$ cat config.mk
export PLATFORM = sky130hd
export DESIGN_NAME = adc_capture_writer
export DESIGN_NICKNAME = d
export VERILOG_FILES = /design/src/rtl/adc_capture_writer.sv
export SDC_FILE = /design/constraint.sdc
export NUM_CORES = 1
export LEC_CHECK = 0
export BUFFER_PORTS_ARGS = -buffer_cell sky130_fd_sc_hd__buf_4
export CORE_MARGIN = 1
export CORE_UTILIZATION = 52
export CTS_CLUSTER_DIAMETER = 60
export DETAILED_ROUTE_END_ITERATION = 10
export PLACE_DENSITY = 0.8
export SLEW_MARGIN = 20
export SYNTH_ARGS = -nofsm -noshare
export SYNTH_HDL_FRONTEND = slang
export SYNTH_SLANG_ARGS = --single-unit
export TNS_END_PERCENT = 5
$ cat constraint.sdc
create_clock -name clk -period 3.1 [get_ports clk]
set_input_delay 0.31 -clock clk [delete_from_list [all_inputs] [get_ports clk]]
set_output_delay 0.31 -clock clk [all_outputs]
set_load 0.02 [all_outputs]
$ cat src/rtl/adc_capture_writer.sv
// adc_capture_writer: the only writer of the 5120x10 ADC sample RAM during capture.
// When armed, it waits for a level trigger on the ADC stream.
// It then stores CAPTURE_LEN samples, optionally decimated, at addresses 0..CAPTURE_LEN-1.
// It holds the buffer as full until the consumer releases it.
// Optional feature macro: ADC_TWOS_COMP_EN.
//   When defined, stored samples are converted from offset binary to two's complement.
//   The trigger still uses the raw sample.
// The consumer's release pulse arrives on buf_release, because "release" is a reserved word.
// Logical addresses 4096..5119 already have the form {1'b1,2'b00,idx[9:0]}.
// The write index is therefore driven onto ram_ad unchanged.
module adc_capture_writer #(
   parameter int DATA_W      = 10,
   parameter int ADDR_W      = 13,
   parameter int CAPTURE_LEN = 5120,
   parameter int DECIM       = 1,
   parameter int MIDSCALE    = 512
) (
   input  logic              clk,
   input  logic              reset,
   input  logic [DATA_W-1:0] adc_data,
   input  logic              adc_valid,
   input  logic              start,
   input  logic              abort,
   input  logic              buf_release,
   input  logic [DATA_W-1:0] threshold,
   output logic              ram_ce,
   output logic              ram_wre,
   output logic [ADDR_W-1:0] ram_ad,
   output logic [DATA_W-1:0] ram_din,
   output logic              busy,
   output logic              done,
   output logic [ADDR_W-1:0] wr_count
);

   typedef enum logic [1:0] {IDLE, WAIT_TRIG, CAPTURE, FULL} state_t;

   localparam int CNT_W = (DECIM > 1) ? $clog2(DECIM) : 1;
   localparam logic [CNT_W-1:0]  DECIM_LAST = CNT_W'(DECIM - 1);
   localparam logic [ADDR_W-1:0] LAST_IDX   = ADDR_W'(CAPTURE_LEN - 1);
   localparam logic [DATA_W:0]   MID        = (DATA_W + 1)'(MIDSCALE);

   state_t            state;
   state_t            next_state;
   logic [CNT_W-1:0]  decim_cnt;
   logic [DATA_W:0]   sample_ext;
   logic [DATA_W:0]   mag;
   logic              trig_hit;
   logic              store;
   logic              trig_fire;
   logic [DATA_W-1:0] store_data;

   // Trigger magnitude |adc_data - MIDSCALE| on one extra bit, and the value written to RAM
   always_comb begin
      sample_ext = {1'b0, adc_data};
      mag        = (sample_ext >= MID) ? (sample_ext - MID) : (MID - sample_ext);
      trig_hit   = adc_valid && (mag >= {1'b0, threshold});
`ifdef ADC_TWOS_COMP_EN
      store_data = {~adc_data[DATA_W-1], adc_data[DATA_W-2:0]};
`else
      store_data = adc_data;
`endif
   end

   // State register
   always_ff @(posedge clk) begin
      if (reset)
         state <= IDLE;
      else
         state <= next_state;
   end

   // Next-state and store decision; abort outranks any store in the same cycle
   always_comb begin
      next_state = state;
      store      = 1'b0;
      trig_fire  = 1'b0;
      case (state)
         IDLE: begin
            if (start)
               next_state = WAIT_TRIG;
         end
         WAIT_TRIG: begin
            if (abort) begin
               next_state = IDLE;
            end else if (trig_hit) begin
               store      = 1'b1;
               trig_fire  = 1'b1;
               next_state = (LAST_IDX == '0) ? FULL : CAPTURE;
            end
         end
         CAPTURE: begin
            if (abort) begin
               next_state = IDLE;
            end else if (adc_valid && (decim_cnt == '0)) begin
               store = 1'b1;
               if (wr_count == LAST_IDX)
                  next_state = FULL;
            end
         end
         FULL: begin
            if (buf_release)
               next_state = IDLE;
         end
         default: next_state = IDLE;
      endcase
   end

   // Registered RAM write port, write index and decimation counter
   always_ff @(posedge clk) begin
      if (reset) begin
         ram_ce    <= 1'b0;
         ram_wre   <= 1'b0;
         ram_ad    <= '0;
         ram_din   <= '0;
         wr_count  <= '0;
         decim_cnt <= '0;
      end else begin
         ram_ce  <= store;
         ram_wre <= store;
         if (store) begin
            ram_ad   <= wr_count;
            ram_din  <= store_data;
            wr_count <= wr_count + ADDR_W'(1);
         end
         if ((state == IDLE) && start)
            wr_count <= '0;
         // The trigger sample occupies decimation slot 0, so counting resumes at slot 1
         if (trig_fire)
            decim_cnt <= (DECIM_LAST == '0) ? '0 : CNT_W'(1);
         else if ((state == CAPTURE) && adc_valid && !abort)
            decim_cnt <= (decim_cnt == DECIM_LAST) ? '0 : decim_cnt + CNT_W'(1);
      end
   end

   assign busy = (state == WAIT_TRIG) || (state == CAPTURE);
   assign done = (state == FULL);

endmodule

# Word level (Yosys, flattened, before mapping)
# Index checks and enable logic that the tools add are counted.
totals:
  regBits: 40
  input_bits: 26
  output_inout_bits: 40
  wordCells: 49
classes:
  addsub: 4
  n_lt_le_gt_ge: 2
  eq_ne: 9
  mux: 16
  bitwise_logic: 1
  n_reduce_logical: 11
op_table:
  columns: ["cell", "count"]
  rows:
  - ["$mux W2", 7]
  - ["$add A13 B1 Y13 const B", 1]
  - ["$eq A13 B13 Y1 const B", 1]
  - ["$ge A11 B10 Y1", 1]
  - ["$mux W11", 1]
  - ["$sub A10 B10 Y11 const A", 1]
  - ["$sub A10 B10 Y11 const B", 1]
  - ["$ge A10 B10 Y1 const B", 1]
  - ["$ne A3 B3 Y1 const B", 3]
  - ["$pmux W2 S4", 1]
  - ["$mux W1", 6]
  - ["$logic_and A1 B1 Y1", 5]
  - ["$reduce_and A5 Y1", 1]
  - ["$eq A2 B2 Y1 const B", 2]
  - ["$ne A2 B2 Y1 const B", 2]
  - ["$reduce_or A2 Y1", 2]
  - ["$eq A2 B1 Y1 const B", 1]
  - ["$logic_not A2 Y1", 1]
  - ["$pmux W1 S2", 1]
  - ["$add A1 B1 Y1 const B", 1]
  - ["$logic_not A1 Y1", 1]
  - ["$logic_or A1 B1 Y1", 1]
  - ["$not A1 Y1", 1]

# Depth between registers and ports, before layout
logic_depth:
  depth_word: 8
  ltp_mapped: 14
  mapped_depth_nobuf: 12

# Worst setup path after synthesis
# No wires, ideal clock.
synth_timing:
  path_kind: "input -> register"
  start: "input adc_data[9]"
  end: "register ram_ad[0]"
  setup_ns: 0.132
  arrival_time_ns: 2.374
  required_ns: 2.968
  setup_slack_ns: 0.594
  stages: 10
  n_path_buf: 3
  path_cell_list: "clkbuf_1 mux2_2 ha_1 a2111oi_4 o21ai_2 a211o_1 buf_2 buf_2 nand3_1 a21oi_1"
synth_between:
  elab_chain_len: 7
  elab_cells_between_ends: 9
  cone_classes: "add/sub: 2; order compare: 2; mux: 4; reduce/logical: 1"
synth_rtl:
  columns: ["item", "line_no", "rtl"]
  rows:
  - ["start, declared", "20", "input logic [DATA_W-1:0] adc_data,"]
  - ["$sub A10 B10 Y11 or $ge A10 B10 Y1 (tied branches)", "55", "mag = (sample_ext >= MID) ? (sample_ext - MID) : (MID - sample_ext);"]
  - ["$mux W11 *", "55", null]
  - ["$ge A11 B10 Y1 *", "56", "trig_hit = adc_valid && (mag >= {1'b0, threshold});"]
  - ["$logic_and A1 B1 Y1 *", "56", null]
  - ["$mux W1 *", "85", "end else if (trig_hit) begin"]
  - ["$mux W1 *", "83", "if (abort) begin"]
  - ["$pmux W1 S2 *", "77", "case (state)"]
  - ["end signal, assigned", "121", "ram_ad <= wr_count;"]
  - ["end, declared", "28", "output logic [ADDR_W-1:0] ram_ad,"]
# Every way passes the cells marked *; elsewhere a longest branch is shown, timed or not.
# A chain may end at the register's enable or synchronous reset.

# Worst setup path after layout
layout_timing:
  start: "input adc_data[0]"
  end: "register wr_count[3]"
layout_between:
  elab_chain_len: 7
  elab_cells_between_ends: 9
  cone_classes: "add/sub: 2; order compare: 2; mux: 4; reduce/logical: 1"
layout_rtl:
  columns: ["item", "line_no", "rtl"]
  rows:
  - ["$sub A10 B10 Y11 or $ge A10 B10 Y1 (tied branches)", "55", null]
  - ["$mux W11 *", "55", null]
  - ["$ge A11 B10 Y1 *", "56", null]
  - ["$logic_and A1 B1 Y1 *", "56", null]
  - ["$mux W1 *", "85", null]
  - ["$mux W1 *", "83", null]
  - ["$pmux W1 S2 *", "77", null]
  - ["end signal, assigned", "123", "wr_count <= wr_count + ADDR_W'(1);"]
  - ["end, declared", "32", "output logic [ADDR_W-1:0] wr_count"]
# Marks and branches as above.

==> run summary <==
Pwr/cell area = 414 nW/µm²
Max-slew violations = 0
Data required time of the worst path = 3.33 ns
DIE WIDTH = 67.7 µm
Critical path launch point type = input pin
Switching power = 0.330 mW
Reg area = 781 µm²
Area taken by multi-input logic gates = 1300 µm²
Cell internal pwr = 0.847 mW
Final setup vio count = 0
Worst Setup End Kind = flip-flop
Clock power frac = 34.6%
P_leak = 1.23 nW
Ys flop type = dfxtp_1
ANT cells = 0
Initial Util = 54.9%
Syn_nets = 322
CP max FO = 24
CTS max path bufs = 2
Max-cap check violation count = 0
Total clock sinks = 39
Port-buffer cells = 65
Sw Share = 28.0%
Seq/Total Area, Yosys = 34.8%
Share of layout cells above drive strength 1 = 24.4%
Gate count of the mapped netlist = 279
RSZ-0062 raised after global routing = false
Worst clock skew = 0.00733 ns
Post-detailed-route count of antenna-violating nets = 0
# hold bufs at CTS = 0
Vias in the first global route = 1875
Gate power share = 22.0%
First-pass iteration count of the detailed router = 5
Vias = 2256
Max rail drop VDD = 468 µV
Core area = 4090 µm²
Final Cycle Share = 83.5%
Post-CTS Resized = 0
Syn-to-layout area delta = 26.8%
Post-synth EDFFs = 0
CTS tree = built
Post-synthesis async set-or-reset flop share = 0%
Placed insts = 379
GRT Total Usage = 24.7%
YS warnings = 0
Status = completed
Min Tclk post-route = 2.59 ns
Synth Cell Area = 2240 µm²
First-pass GRT wire length = 8550 µm
WL final = 5460 µm
#FFs+latches synth = 39
H-tree Lvls = 2
Die area = 4580 µm²
CP Class = in2reg
Post-CTS Setup Inserts = 0
Post-route cell area = 2850 µm²
F_max = 386 MHz
Nets = 379
Arr. time, crit path = 2.82 ns
Iter 0 DRT Violations = 206
Die H = 67.7 µm
Yosys cell types = 41
Final std cells w/o fill = 386
Slew @ Worst Pin = 0.552 ns
Detailed Place HPWL = 3990 µm
Sequential Power Share = 43.4%
Largest net degree at the start of global routing = 31
Worst slew margin = 62.9%
Drt wl/cell = 14.1 µm
Fin util = 69.6%
Site row count = 23
Remaining Overflow, GRT = 0
Fill count = 348
Setup TNS = 0 ns
RePlAce Congestion = 0.807
Initial antenna violation count = 0
Placement Cell Area = 2740 µm²
# IOs = 66
Final Hold Violating Endpoints = 0
DRC = 0
Min-delay worst type = in2reg
Vias per cell = 5.84
Mean Syn Cell Area = 8.05 µm²
CTS Buf Count = 5
Worst-Skew Late Latency = 0.29 ns
Reg clk slew, reported paths = 0.07 ns
Root buf cell = clkbuf_8
Yosys cell counts (3+ instances only):
cell,number,area [µm²]
a21o_1,5,37.5
inv_1,17,63.8
o21ai_0,24,120
dfxtp_1,39,781
nand3_1,26,130
buf_4,4,30.0
ha_1,17,213
nand4_1,4,25.0
and3_1,5,31.3
nor2_1,13,48.8
o31ai_1,5,37.5
o21ai_1,7,35.0
xor2_1,5,43.8
buf_2,4,20.0
or4_1,9,67.6
nand2_1,15,56.3
or3_1,3,18.8
nor3_1,5,25.0
clkbuf_1,8,30.0
a21oi_1,36,180
flip-flops by register name, summed over array words and instances, names as in the netlist:
signal	count
ram_ad	13
ram_din	10
ram_wre	1
state	2
wr_count	13
per-stage QoR:
step,hold slack (ns),worst slack (ns),power [mW]
finish,0.298,0.510,1.18
detailed placement,0.469,0.233,0.780
global route,0.309,0.303,1.22
floorplan,0.458,0.594,0.705
global placement,0.466,0.301,0.774
CTS,0.295,0.519,1.18
logic make-up (layout without fill, tap and decap cells):
group                    Yosys count  after routing  synth area share [%]
AO/OA/AOI/OAI                     91             91                  24.4
XOR/XNOR                           7              7                  2.73
adder cells (fa/ha/maj)           17             17                  9.48
buffers and inverters             37             94                  7.75
flip-flops                        39             39                  34.8
multiplexers                       1              1                 0.502
AND/OR/NAND/NOR                   87             87                  20.3
layout make-up:
type	instances	area share [%]
sequential	39	27.4
timing repair buffer	70	18.9
tap	50	2.20
clock buffer	6	2.55
multi-input combinational	203	45.6
inverter	17	2.24
clock inverter	1	1.06
power by group through the flow:
stage | Clock, mW | Sequential [mW] | Combinational [mW]
3_3_place_gp | 0 | 0.523 | 0.252
6_report | 0.407 | 0.511 | 0.258
5_1_grt | 0.427 | 0.512 | 0.285
4_1_cts | 0.406 | 0.512 | 0.258
3_5_place_dp | 0 | 0.523 | 0.256
2_1_floorplan | 0 | 0.523 | 0.181
worst max-delay path, cell delays in order:
cell and delay, ns:
buf_4 0.12, inv_1 0.07, ha_1 0.16, nor2b_1 0.26, a21oi_1 0.12, xor2_1 0.16, ha_1 0.30, o2111ai_1 0.12
o21ai_2 0.25, a211oi_4 0.11, buf_4 0.22, or4_1 0.52, o21ai_1 0.08
per-layer routing:
layer / global-route usage (%) / vias up / part of all wire, %
li1: - / 1119 / -
met1: 33.3 / 1049 / 47
met2: 39.6 / 83 / 46
met3: 4.39 / 5 / 5.9
met4: 7.45 / 0 / 0.88
met5: 0 / - / 0
path summary, 6_finish.rpt:
check | to | slack (ns) | start | cells past startpoint
setup / recovery | wr_count[3] | 0.51 | adc_data[0] | 13
hold / removal | ram_din[7] | 0.30 | adc_data[7] | 3
setup reg to reg | wr_count[11] | 0.91 | state[1] | 7
hold reg to reg | ram_ad[8] | 0.48 | ram_ad[8] | 2
placed cells by master, fill, tap and decap left out, drive strengths merged:
cell,synthesis,final
a2111oi,1,1
o221ai,1,1
a41o,1,1
o21ai,32,32
nor2b,2,2
a21oi,36,36
o21ba,1,1
nor4,1,1
nand2b,3,3
xor2,5,5
dfxtp,39,39
nor2,13,13
bufinv,0,1
o21a,1,1
or4,9,9
o31ai,5,5
a21o,5,5
clkbuf,8,6
mux2,1,1
xnor2,2,2
inv,17,17
and3,5,5
nor3,5,5
o2111ai,1,1
buf,12,70
a211o,1,1
nand2,15,15
o211ai,2,2
a211oi,2,2
or3,3,3
nand4,4,4
and4,1,1
ha,17,17
a31oi,2,2
nand3,26,26
Power figures use the tool's default switching activity.
